### src/rtl/wb_stage.sv
// Writeback stage: takes retiring packets from MEM, waits for load data, and issues one register write.
// Optional build macro WB_RETIRE_CNT_EN adds a 64-bit retire counter output (retire_cnt_o).
module wb_stage #(
   parameter int unsigned LOAD_TIMEOUT = 255
) (
   input  logic        clk_i,
   input  logic        reset_i,
   input  logic        mem_valid_i,
   output logic        mem_ready_o,
   input  logic [4:0]  mem_rd_i,
   input  logic        mem_regwrite_i,
   input  logic [1:0]  mem_wbsel_i,
   input  logic [31:0] mem_alu_i,
   input  logic [31:0] mem_pc4_i,
   input  logic [2:0]  mem_funct3_i,
   input  logic [1:0]  mem_addr_lo_i,
   input  logic        dmem_rvalid_i,
   input  logic [31:0] dmem_rdata_i,
   output logic        regwrite_o,
   output logic [4:0]  rd_o,
   output logic [31:0] wd_o,
   output logic        err_o
`ifdef WB_RETIRE_CNT_EN
   ,
   output logic [63:0] retire_cnt_o
`endif
);

   typedef enum logic [1:0] {
      S_IDLE  = 2'd0,
      S_WAIT  = 2'd1,
      S_WRITE = 2'd2
   } state_e;

   localparam logic [15:0] CNT_LAST = 16'(LOAD_TIMEOUT - 1);

   state_e      state_q, state_d;
   logic [15:0] cnt_q, cnt_d;
   logic [4:0]  pkt_rd_q, pkt_rd_d;
   logic        pkt_we_q, pkt_we_d;
   logic [2:0]  pkt_f3_q, pkt_f3_d;
   logic [1:0]  pkt_alo_q, pkt_alo_d;
   logic        ready_q, ready_d;
   logic        regwrite_q, regwrite_d;
   logic [4:0]  rd_q, rd_d;
   logic [31:0] wd_q, wd_d;
   logic        err_q, err_d;
   logic        accept_s;

   function automatic logic [31:0] fmt_load(input logic [2:0] f3, input logic [1:0] lo,
                                            input logic [31:0] w);
      logic [7:0]  b;
      logic [15:0] h;
      case (lo)
         2'd0:    b = w[7:0];
         2'd1:    b = w[15:8];
         2'd2:    b = w[23:16];
         2'd3:    b = w[31:24];
         default: b = w[7:0];
      endcase
      // Halfword select ignores addr bit 0: misaligned halves are not trapped.
      h = lo[1] ? w[31:16] : w[15:0];
      case (f3)
         3'b000:  fmt_load = {{24{b[7]}}, b};
         3'b001:  fmt_load = {{16{h[15]}}, h};
         3'b100:  fmt_load = {24'd0, b};
         3'b101:  fmt_load = {16'd0, h};
         default: fmt_load = w;
      endcase
   endfunction

   assign accept_s = mem_valid_i & ready_q;

   // Next-state, packet capture and registered-output computation.
   always_comb begin
      state_d    = state_q;
      cnt_d      = cnt_q;
      pkt_rd_d   = pkt_rd_q;
      pkt_we_d   = pkt_we_q;
      pkt_f3_d   = pkt_f3_q;
      pkt_alo_d  = pkt_alo_q;
      regwrite_d = 1'b0;
      rd_d       = rd_q;
      wd_d       = wd_q;
      err_d      = 1'b0;
      case (state_q)
         S_IDLE, S_WRITE: begin
            if (accept_s) begin
               pkt_rd_d  = mem_rd_i;
               pkt_we_d  = mem_regwrite_i;
               pkt_f3_d  = mem_funct3_i;
               pkt_alo_d = mem_addr_lo_i;
               if (mem_wbsel_i == 2'b01) begin
                  state_d = S_WAIT;
                  cnt_d   = 16'd0;
               end else begin
                  state_d    = S_WRITE;
                  regwrite_d = mem_regwrite_i & (mem_rd_i != 5'd0);
                  rd_d       = mem_rd_i;
                  wd_d       = (mem_wbsel_i == 2'b10) ? mem_pc4_i : mem_alu_i;
               end
            end else begin
               state_d = S_IDLE;
            end
         end
         S_WAIT: begin
            // A response on the final count still wins over the timeout.
            if (dmem_rvalid_i) begin
               state_d    = S_WRITE;
               regwrite_d = pkt_we_q & (pkt_rd_q != 5'd0);
               rd_d       = pkt_rd_q;
               wd_d       = fmt_load(pkt_f3_q, pkt_alo_q, dmem_rdata_i);
            end else if (cnt_q == CNT_LAST) begin
               state_d = S_IDLE;
               err_d   = 1'b1;
            end else begin
               cnt_d = cnt_q + 16'd1;
            end
         end
         default: begin
            state_d = S_IDLE;
         end
      endcase
      ready_d = (state_d != S_WAIT);
   end

   // State and output registers with synchronous active-low reset.
   always_ff @(posedge clk_i) begin
      if (!reset_i) begin
         state_q    <= S_IDLE;
         cnt_q      <= 16'd0;
         pkt_rd_q   <= 5'd0;
         pkt_we_q   <= 1'b0;
         pkt_f3_q   <= 3'd0;
         pkt_alo_q  <= 2'd0;
         ready_q    <= 1'b0;
         regwrite_q <= 1'b0;
         rd_q       <= 5'd0;
         wd_q       <= 32'd0;
         err_q      <= 1'b0;
      end else begin
         state_q    <= state_d;
         cnt_q      <= cnt_d;
         pkt_rd_q   <= pkt_rd_d;
         pkt_we_q   <= pkt_we_d;
         pkt_f3_q   <= pkt_f3_d;
         pkt_alo_q  <= pkt_alo_d;
         ready_q    <= ready_d;
         regwrite_q <= regwrite_d;
         rd_q       <= rd_d;
         wd_q       <= wd_d;
         err_q      <= err_d;
      end
   end

   assign mem_ready_o = ready_q;
   assign regwrite_o  = regwrite_q;
   assign rd_o        = rd_q;
   assign wd_o        = wd_q;
   assign err_o       = err_q;

`ifdef WB_RETIRE_CNT_EN
   logic [63:0] retire_cnt_q, retire_cnt_d;

   // Every WRITE-state cycle retires one instruction, including rd=0 and non-writing ones.
   always_comb begin
      if (state_q == S_WRITE) begin
         retire_cnt_d = retire_cnt_q + 64'd1;
      end else begin
         retire_cnt_d = retire_cnt_q;
      end
   end

   // Retire counter register.
   always_ff @(posedge clk_i) begin
      if (!reset_i) begin
         retire_cnt_q <= 64'd0;
      end else begin
         retire_cnt_q <= retire_cnt_d;
      end
   end

   assign retire_cnt_o = retire_cnt_q;
`endif

endmodule

### config.mk
export PLATFORM = sky130hd
export DESIGN_NAME = wb_stage
export DESIGN_NICKNAME = d
export VERILOG_FILES = /design/src/rtl/wb_stage.sv
export SDC_FILE = /design/constraint.sdc
export NUM_CORES = 1
export LEC_CHECK = 0
export CORE_AREA = 10 10 88 121
export DETAILED_ROUTE_END_ITERATION = 12
export DIE_AREA = 0 0 98 131
export MAX_ROUTING_LAYER = met4
export PLACE_DENSITY = 0.95
export SLEW_MARGIN = 10
export SYNTH_ARGS = -nofsm -noshare
export SYNTH_HDL_FRONTEND = slang
export SYNTH_SLANG_ARGS = --single-unit
### constraint.sdc
create_clock -name clk_i -period 4.6 [get_ports clk_i]
set_clock_uncertainty 0.15 [all_clocks]
set_input_delay 0.92 -clock clk_i [delete_from_list [all_inputs] [get_ports clk_i]]
set_output_delay 0.92 -clock clk_i [all_outputs]
set_load 0.005 [all_outputs]
==> results.yml <==
die:
  io_pins: 153
  rows: 40
  core-area_um2: 8460
  die_area_um2: 12800
  die_y_um: 131
  start_util_pct: 46.8
  die_w_um: 98
global_route:
  grtUsageTotal_pct: 23.7
  antenna_found_initial: 2
  grt_pass1_wl_mm: 23.6
  grt-ovfl-total: 0
  grt_max_degree: 37
  grt_pass1_vias: 4472
yosys:
  yosys.cell_types.count: 46
  netlist.area_leader.share_pct: 34.9
  synth-edff-count: 0
  post-synth-top-area-cell: "dfxtp_1"
  syn_nets: 640
  seq_area_frac_synth_pct: 34.9
  ys_async_sr_fraction_pct: 0
  ys_warn_count: 0
  yosys-top-cells-area: "dfxtp_1, nand2_1, a21oi_1"
  synth.cell_area_um2: 3960
  syn_area_per_cell_um2: 7.55
  synth_cells: 525
  yosys_register_bits: 69
  synthFlopType: "dfxtp_1"
setup_path:
  required_ns: 4.68
  crit_type: "in2reg"
  startpoint_type: "input port"
  reg2reg_to: "wd_o[15]"
  worstPathMaxFanout: 31
  reg2reg_slack_ns: 1.73
  end_kind: "flip-flop"
  rr_worst_depth: 4
  cp_data_arrival_time_ns: 3.22
  reg2reg_from: "state_q[0]"
status:
  status: "finished clean"
timing:
  relSlewSlack_pct: 25.0
  post-route-min-period_ns: 3.14
  setup-tns-final_ns: 0
  tightestPinTransition_ns: 1.12
  slew_violations: 0
  fmax_mhz: 318
  setup_viol: 0
  rsz0062_at_grt: "no"
  finalCritPeriodShare_pct: 68.4
  hold_viol: 0
power:
  p_leak_nw: 2.22
  vdd_drop_max_mv: 0.266
  power_density_nw_per_um2: 288
cts:
  cts_root_buf: "clkbuf_16"
  cts_sinks: 69
  htree_levels: 3
  clk_pin_slew_ns: 0.05
  clock_latency_ns: 0.34
  hold_buffers: 0
  cts_buffer_depth: 2
  cts_post_setup_buffers_inserted: 0
  cts_tree: "yes"
  cts_made_buffers: 9
  cts.repair.resized: 0
worst_hold_path:
  holdPathEnd: "wd_o[29]"
  min_path_type: "reg2reg"
  min-delay-start: "wd_o[29]"
  holdPathStages: 2
drt:
  wirelength_mm: 15.4
  avgRoutedWirePerCell_um: 20.2
  vias: 4470
  viasPerCell: 5.84
  dr.pass1.iters: 5
  drc_errors: 0
  drtIter0Drc: 356
  antenna_left: 0
placement:
  routabilityCongestion: 0.929
  post-dp-hpwl_mm: 11.6
  dpl_cell_area_um2: 5470
  port_buffers: 152
finish:
  syn_to_final_growth_pct: 46.3
  final_nets: 768
  final_util_pct: 68.5
  drive_gt1_share_pct: 5.47
  final_area_um2: 5800
job:
  cap_viol_max_count: 0
[worst max-delay path: stages]
cell and delay [ns]:
clkdlybuf4s50_1 0.54, nor2b_1 0.32, nand2b_1 0.17, buf_4 0.31, nand2_1 0.41, and3_1 0.32, a32o_1 0.21
[cell usage in the layout (no fill, tap or decap), types with 4 or more instances in the layout]
cell,n
a21boi_0,16
a21boi_1,11
a21o_1,13
a21oi_1,42
and2_1,17
and3_1,6
buf_4,4
clkbuf_16,9
clkdlybuf4s50_1,152
dfxtp_1,69
inv_1,4
mux2_2,7
mux2i_1,9
nand2_1,115
nand2b_1,5
nand3_1,22
nand3b_1,7
nand4_1,10
nor2_1,30
o211a_1,5
o21ai_0,34
o22ai_1,16
xor2_1,14
[area by class of cell]
class | count | area (µm²)
antenna | 2 | 5.00
clock buffer | 13 | 270
clock inverter | 3 | 42.5
fill | 658 | 2660
inverter | 4 | 15.0
multi-input combinational | 413 | 2400
sequential | 69 | 1380
tap | 105 | 131
timing repair buffer | 156 | 1550
[power by group]
part,switching [mW],internal (mW)
clock,0.252,0.463
combinational,0.131,0.174
sequential,0.0231,0.625
total,0.407,1.26
[cells in the mapped netlist (2+ instances only)]
| library cell | instances |
|---|---|
| a21boi_0 | 16 |
| o221ai_1 | 2 |
| or4_1 | 2 |
| o211ai_1 | 2 |
| nand3_1 | 22 |
| a32o_1 | 2 |
| nor2_2 | 2 |
| nand2b_1 | 5 |
| and2_1 | 17 |
| o22ai_1 | 16 |
| nor3_1 | 3 |
| o21ai_0 | 34 |
| nor2b_1 | 2 |
| o211a_1 | 5 |
| and3_1 | 6 |
| a21o_1 | 13 |
| xor2_1 | 14 |
| a21oi_1 | 42 |
| mux2i_1 | 9 |
| nand2_1 | 115 |
| clkbuf_1 | 28 |
| and4_1 | 2 |
| a21boi_1 | 11 |
| buf_6 | 2 |
| nor3_2 | 2 |
| nor2_1 | 30 |
| nand3b_1 | 7 |
| buf_2 | 9 |
| dfxtp_1 | 69 |
| inv_1 | 4 |
| nand4_1 | 10 |
| ha_1 | 2 |
| mux2_2 | 7 |
[kinds of logic (layout without fill, tap and decap cells)]
| family | count (synthesis) | in the layout | share of synthesized area (%) |
|---|---|---|---|
| xor gates and xnor gates | 14 | 14 | 3.10 |
| muxes | 17 | 17 | 4.64 |
| DFF | 69 | 69 | 34.9 |
| buffers and inverters | 43 | 176 | 4.74 |
| and+or+nand+nor | 231 | 231 | 27.6 |
| adders and majority gates | 2 | 2 | 0.632 |
| other | 0 | 2 | 0 |
| AOI/OAI and AO/OA | 149 | 149 | 24.4 |
[registers in the layout, summed over array words and instances, names as in the netlist]
signal and cells:
cnt_q 16, err_o 1, mem_ready_o 1, pkt_alo_q 2
pkt_f3_q 3, pkt_rd_q 5, pkt_we_q 1, rd_o 5
regwrite_o 1, state_q 2, wd_o 32
[per-stage QoR]
step | setup slack [ns] | cells | power [mW] | hold slack (ns)
floorplan | 2.41 | 525 | 0.779 | 0.294
global placement | 1.24 | 747 | 0.950 | 0.287
detailed placement | 1.13 | 747 | 0.958 | 0.295
CTS | 1.48 | 763 | 1.67 | 0.302
global route | 1.28 | 765 | 1.72 | 0.329
finish | 1.46 | 765 | 1.67 | 0.300
[how the worst max path moves through the flow]
stage                     start        to  slack (ns)  cells past startpoint
4_1_cts          mem_wbsel_i[1]   wd_o[4]        1.48                      7
2_1_floorplan  dmem_rdata_i[15]   wd_o[8]        2.41                      4
6_report         mem_wbsel_i[0]  wd_o[15]        1.46                      7
5_1_grt           dmem_rvalid_i  wd_o[20]        1.28                      5
3_3_place_gp     mem_wbsel_i[1]   wd_o[4]        1.24                      7
3_5_place_dp     mem_wbsel_i[1]   wd_o[4]        1.13                      7
[metal layers]
layer	global-route usage [%]	vias up	wire length, µm
met4	13.7	0	809
met5	-	-	0
met1	24.6	2076	5620
met3	6.20	63	1320
li1	-	2089	-
met2	40.0	242	7670
(Power assumes the default switching activity.)
